==> src/rtl/fifo_pkg.sv <==
// Shared types, default sizing and Gray helpers for the async FIFO pointer,
// flag and synchronizer blocks.
package fifo_pkg;

    localparam int DEFAULT_WIDTH       = 3;
    localparam int DEFAULT_DEPTH       = 1 << DEFAULT_WIDTH;
    localparam int DEFAULT_AFULL_LEVEL = 6;

    typedef logic [DEFAULT_WIDTH:0]   ptr_t;
    typedef logic [DEFAULT_WIDTH-1:0] addr_t;

    function automatic ptr_t bin2gray(input ptr_t bin);
        return (bin >> 1) ^ bin;
    endfunction

endpackage

==> src/rtl/gray2bin.sv <==
// Gray-to-binary converter: each binary bit is the XOR of all Gray bits at or
// above it. Shared by the write-side full logic and the read-side empty logic.
module gray2bin #(
    parameter int W = 4
) (
    input  logic [W-1:0] gray_i,
    output logic [W-1:0] bin_o
);

    always_comb begin
        bin_o = '0;
        for (int i = 0; i < W; i++) begin
            bin_o[i] = ^(gray_i >> i);
        end
    end

endmodule

==> src/rtl/fifo_wptr_full.sv <==
// Write-domain pointer and flag controller for the async FIFO: advances the
// write pointer, exports it in Gray code and derives full/level/overflow flags.
module fifo_wptr_full
    import fifo_pkg::*;
#(
    parameter int width       = DEFAULT_WIDTH,
    parameter int AFULL_LEVEL = DEFAULT_AFULL_LEVEL
) (
    input  logic             clk,
    input  logic             resetn,
    input  logic             wr_en,
    input  logic             ovf_clr,
    input  logic [width:0]   rq2_rptr,
    output logic [width:0]   wptr,
    output logic [width-1:0] waddr,
    output logic             wclken,
    output logic             full,
    output logic             almost_full,
    output logic [width:0]   wr_level,
    output logic             overflow
);

    localparam logic [width:0] AFULL_THRESH = AFULL_LEVEL[width:0];

    logic [width:0] wbin_q, wbin_d;
    logic [width:0] wptr_q, wptr_d;
    logic [width:0] level_q, level_d;
    logic [width:0] rbin;
    logic [width:0] rptr_full_pattern;
    logic           full_q, full_d;
    logic           afull_q, afull_d;
    logic           ovf_q, ovf_d;
    logic           push;

    gray2bin #(
        .W (width + 1)
    ) u_rptr_bin (
        .gray_i (rq2_rptr),
        .bin_o  (rbin)
    );

    // Writes are gated during reset so the RAM never sees a strobe while the
    // pointer is being cleared.
    assign push = wr_en & ~full_q & resetn;

    assign rptr_full_pattern = {~rq2_rptr[width:width-1], rq2_rptr[width-2:0]};

    always_comb begin
        wbin_d  = wbin_q + {{width{1'b0}}, push};
        wptr_d  = (wbin_d >> 1) ^ wbin_d;
        full_d  = (wptr_d == rptr_full_pattern);
        level_d = wbin_d - rbin;
        afull_d = (level_d >= AFULL_THRESH);
        ovf_d   = ovf_q;
        if (ovf_clr) begin
            ovf_d = 1'b0;
        end
        if (wr_en && full_q) begin
            ovf_d = 1'b1;
        end
    end

    always_ff @(posedge clk) begin
        if (!resetn) begin
            wbin_q  <= '0;
            wptr_q  <= '0;
            level_q <= '0;
            full_q  <= 1'b0;
            afull_q <= 1'b0;
            ovf_q   <= 1'b0;
        end else begin
            wbin_q  <= wbin_d;
            wptr_q  <= wptr_d;
            level_q <= level_d;
            full_q  <= full_d;
            afull_q <= afull_d;
            ovf_q   <= ovf_d;
        end
    end

    assign wptr        = wptr_q;
    assign waddr       = wbin_q[width-1:0];
    assign wclken      = push;
    assign full        = full_q;
    assign almost_full = afull_q;
    assign wr_level    = level_q;
    assign overflow    = ovf_q;

endmodule
==> config.mk <==
export PLATFORM = sky130hd
export DESIGN_NAME = fifo_wptr_full
export DESIGN_NICKNAME = d
export VERILOG_FILES = /design/src/rtl/fifo_pkg.sv /design/src/rtl/gray2bin.sv /design/src/rtl/fifo_wptr_full.sv
export SDC_FILE = /design/constraint.sdc
export NUM_CORES = 1
export LEC_CHECK = 0
export CORE_ASPECT_RATIO = 0.75
export CORE_MARGIN = 3
export CORE_UTILIZATION = 38
export DETAILED_ROUTE_END_ITERATION = 6
export PLACE_DENSITY = 0.77
export SLEW_MARGIN = 20
export SYNTH_ARGS = -nofsm -noshare
export SYNTH_HDL_FRONTEND = slang
export SYNTH_SLANG_ARGS = --single-unit
export TNS_END_PERCENT = 30
==> constraint.sdc <==
create_clock -name clk -period 2.04 [get_ports clk]
set_input_delay 0.408 -clock clk [delete_from_list [all_inputs] [get_ports clk]]
set_output_delay 0.408 -clock clk [all_outputs]
set_load 0.02 [all_outputs]
# Word-level counts from Yosys, hierarchy flattened
# Index checks and enable logic that the tools add are counted.
# classes
n_reduce_logical	6
bitwise_logic	5
n_eq_ne	1
n_addsub	2
n_lt_le_gt_ge	1
n_mux	2
# op_table
cell	n
4-bit parity	4
4-bit by 1-bit adder with 4-bit output	1
4-bit == test	1
4-bit by 3-bit >= comparator with 1-bit output, second input constant	1
4-bit subtractor	1
3-bit by 4-bit bitwise XOR with 4-bit output	1
1-bit bitwise AND	2
1-bit 2-to-1 mux	2
2-bit NOT	1
2-bit nonzero test	1
1-bit logical AND	1
1-bit NOT	1
# word_totals
out_inout_bits	15
input_bits	8
regBits	15
word_cells	23

# Depth between registers and ports, before layout
# depth
word_depth	6
mapped_depth	9
ltp_nobuf	9

# Cells and area by module
# Synthesis repeated with hierarchy kept, for this count alone.
# hier_totals
cells_unflattened	70
hier_area_um2	700.7
# modules_own_cells
mod	area_each_um2	seq_area_each_um2	cells_each	n_inst
fifo_wptr_full	650.6	280.3	65	1
gray2bin	50.0	0.0	5	1

# Worst setup path before layout
# Ideal clock, no wire load.
# synth_path
kind	in2reg
from	input port resetn
to	register afull_q (netlist: almost_full)
path_stages	9
arrival_time_ps	2618
required_ps	1920
setup_ps	120
path_buffers	0
path_slack_ps	-698
path_cell_list	inv_1 > nor3b_1 > ha_1 > ha_1 > ha_1 > nor2b_1 > o21ai_0 > a21oi_1 > o31a_1
# synth_via
elab_chain_len	4
# synth_lines
item	line_no	rtl
start, declared	fifo_wptr_full.sv:10	input logic resetn,
1-bit bitwise AND	fifo_wptr_full.sv:44	assign push = wr_en & ~full_q & resetn;
via wclken	fifo_wptr_full.sv:16	output logic wclken,
4-bit by 1-bit adder with 4-bit output	fifo_wptr_full.sv:49	wbin_d = wbin_q + {{width{1'b0}}, push};
via wbin_d[1]	fifo_wptr_full.sv:25	logic [width:0] wbin_q, wbin_d;
4-bit subtractor	fifo_wptr_full.sv:52	level_d = wbin_d - rbin;
4-bit by 3-bit >= comparator with 1-bit output	fifo_wptr_full.sv:53	afull_d = (level_d >= AFULL_THRESH);
end signal, assigned	fifo_wptr_full.sv:76	afull_q <= afull_d;
end, declared	fifo_wptr_full.sv:31	logic afull_q, afull_d;
# The timed path passes the listed nets, and every way through them passes these cells.
# A chain may end at the register's enable or synchronous reset.

# Worst setup path in the final report
# layout_path
from	input port wr_en
to	register afull_q (netlist: almost_full)
# layout_via
elab_chain_len	5
# layout_lines
item	line_no	rtl
start, declared	fifo_wptr_full.sv:11	input logic wr_en,
1-bit bitwise AND (2 in a row)	fifo_wptr_full.sv:44	
4-bit by 1-bit adder with 4-bit output	fifo_wptr_full.sv:49	
via wbin_d[1]	fifo_wptr_full.sv:25	
4-bit subtractor	fifo_wptr_full.sv:52	
4-bit by 3-bit >= comparator with 1-bit output	fifo_wptr_full.sv:53	
# The timed path passes the listed nets, and every way through them passes these cells.

==> flow_summary.yaml <==
logic_synthesis:
  seq_area_frac_synth_pct: 42.50
  avgSynthCellArea_um2: 10.30
  yosysWarnings: 0
  synth_fp_nets: 78
  syn_area_um2: 659.4
  synthCells: 64
  synth_seq_cells: 14
  yosys.cell_types.count: 21
global_route:
  track_usage_pct: 17.27
  grt_max_degree: 8
  grt_pass1_vias: 615
  antenna_found_initial: 0
  grt_busiest_layer: "met2"
  grtUsageMet3_pct: 7.829
  grt_use_met2_pct: 31.40
  grt_pass1_wl_um: 2732
  grt.met1_usage_pct: 18.56
  overflow: 0
detailed_routing:
  ant_nets: 0
  drc: 0
  via_per_inst: 4.577
  wl_per_cell_um: 13.07
  totalWireLength_um: 1699
  via_count: 595
  first_pass_iters: 3
  drt_iter0_drc: 4
sta:
  grt_setup_unrepaired: "yes"
  tightest_slew_ns: 0.2772
  max_slew_margin_pct: 81.39
  max_freq_mhz: 495.9
  setup_violations: 0
  whs_ns: 0.4768
  fin_skew_ns: 0.002841
  final-max-slew-violation-count: 0
  period_minus_slack_ns: 2.016
  fin_crit_sh_pct: 98.84
  hold_viol: 0
die:
  num_io_pins: 23
  die_h_um: 42.08
  core_um2: 1562
  die_x_um: 54.10
  initial_utilization_pct: 42.23
  rows: 12
  dieArea_um2: 2276
clock_tree:
  clockBufferDepth: 2
  clock_latency_ns: 0.27
  cts.sinks: 14
  cts_tree: "built"
  cts_buffers: 3
  root_buffer: "clkbuf_4"
  htree_levels: 1
  clk_pin_slew_ns: 0.08
setup_path:
  reg2reg_from: "full"
  path_class: "in2reg"
  crit_arrival_ns: 2.19
  critical_path_required_ns: 2.21
  reg2reg_slack_ns: 0.09
  reg2reg_to: "almost_full"
  cp-end-kind: "flip-flop"
  ff2ff_path_depth: 8
  crit_path_frequent_cell: "ha_4"
  slowest_stage: "fa_2"
  slowest_delay_ns: 0.54
  cp_max_fo: 3
  critPathLaunch: "wr_en"
  worst_setup_path_start_kind: "input port"
  crit_chain: "dlygate4sd2_1, nor3b_4, ha_4, ha_4, inv_2, fa_2, nor2_1, o31a_1"
  critPathCapture: "almost_full"
layout:
  fill_cells: 112
  synthToLayoutAreaGrowth_pct: 81.59
  seqCellArea_um2: 280.3
  drive_above_1_share_pct: 38.53
  antenna_cells: 0
  stdcell_area_um2: 1197
  multi_input_area_um2: 490.5
  nNetsFinal: 125
pwr:
  power.density_nw_per_um2: 647.5
  leakagePower_nw: 0.5062
  vdd_ir_drop_max_mv: 0.5705
placement:
  dp_hpwl_um: 1284
  port_buffers: 22
  placed_area_um2: 1086
  gp_congestion: 0.7377
outcome:
  outcome: "completed"
worst_hold_path:
  min-delay-start: "overflow"
  hp-class: "reg2reg"
run:
  maxCapViolCount: 0
sequential cells by signal (all words and copies together), names as in the netlist:
register and cells:
almost_full 1, overflow 1, wptr 3, wbin_q 4, full 1, wr_level 4
cell usage in the layout, fill, tap and decap left out, types with 3 or more instances in the layout:
cell type / netlist / layout
inv_1: 5 / 3
buf_2: 0 / 3
and2_1: 4 / 4
clkdlybuf4s50_1: 0 / 16
dfxtp_1: 14 / 14
xnor2_1: 8 / 7
buf_4: 0 / 20
nor2_1: 7 / 7
clkbuf_4: 0 / 3
ha_4: 0 / 4
worst max-delay path: cells and delay by family:
kind	cells	cell delay, ns
AO/OA/AOI/OAI	1	0.26
AND/OR/NAND/NOR	2	0.21
adder cells (fa/ha/maj)	3	0.99
buffers and inverters	2	0.30
where the power goes:
group	internal, W	switching [W]
clock	0.0000683	0.0000816
combinational	0.000174	0.000141
sequential	0.000300	0.0000103
total	0.000542	0.000233
logic make-up (layout without fill, tap and decap cells):
| kind of cell | after synthesis | in the layout | share of synthesized area (%) |
|---|---|---|---|
| and+or+nand+nor | 19 | 19 | 15.56 |
| xor gates and xnor gates | 14 | 14 | 20.68 |
| DFF | 14 | 14 | 42.50 |
| adders and majority gates | 6 | 6 | 12.52 |
| AOI/OAI and AO/OA | 6 | 6 | 5.883 |
| buffers and inverters | 5 | 50 | 2.847 |
area by class of cell:
| type | count | area share [%] |
|---|---|---|
| clock buffers | 3 | 1.881 |
| inverters | 5 | 1.881 |
| repair buffers | 42 | 29.68 |
| multi-input cells | 45 | 40.96 |
| flip-flops and latches | 14 | 23.41 |
| well taps | 21 | 2.194 |
how the worst min path moves through the flow:
stage	to	slack, ns	cells past startpoint
after floorplan	wr_level[3]	0.53	1
after global placement	overflow	0.46	2
after detailed placement	overflow	0.47	2
after CTS	overflow	0.49	2
after global routing	overflow	0.50	2
final	overflow	0.48	2
through the flow:
stage                power, W  std cells  TNS (ns)  util, %  setup slack (ns)
floorplan           0.0004518         64   -0.5017        -           -0.2873
global placement    0.0005848        124    -4.050    69.55           -0.7141
detailed placement  0.0005942        124    -4.367    69.55           -0.7599
CTS                 0.0007779        130         0    76.20          0.008019
global route        0.0008213        130  -0.03577    76.68          -0.03577
finish              0.0007753        130         0    76.68           0.02360
routing by layer:
metal	wire [um]	share of wire, %
met5	0	0
met2	900	53
met3	117	6.9
met4	11	0.65
met1	670	39
synth_stat cells:
cell type,instances,area (um^2)
dfxtp_1,14,280.3
xnor2_1,8,70.07
nor2_1,7,26.28
ha_1,5,62.56
inv_1,5,18.77
xor2_1,5,43.79
and2_1,4,25.02
a21oi_1,2,10.01
nand2_1,2,7.510
a21boi_0,1,7.510
and3_1,1,6.260
and3_4,1,11.26
fa_1,1,20.02
nand2b_1,1,6.260
nor2b_1,1,6.260
nor3b_1,1,7.510
nor4_1,1,6.260
o21a_1,1,7.510
o21ai_0,1,5.000
o31a_1,1,8.760
xnor3_1,1,22.52
what timing repair did:
action | 4_1_cts | 5_1_grt
endpoints found under the setup margin | 7 | 2
setup buffers | 3 | 0
gates resized for setup | 23 | 3
pin swaps | 10 | 3
hold buffers | 0 | 0
No activity file was read; power rests on OpenSTA's default activity.
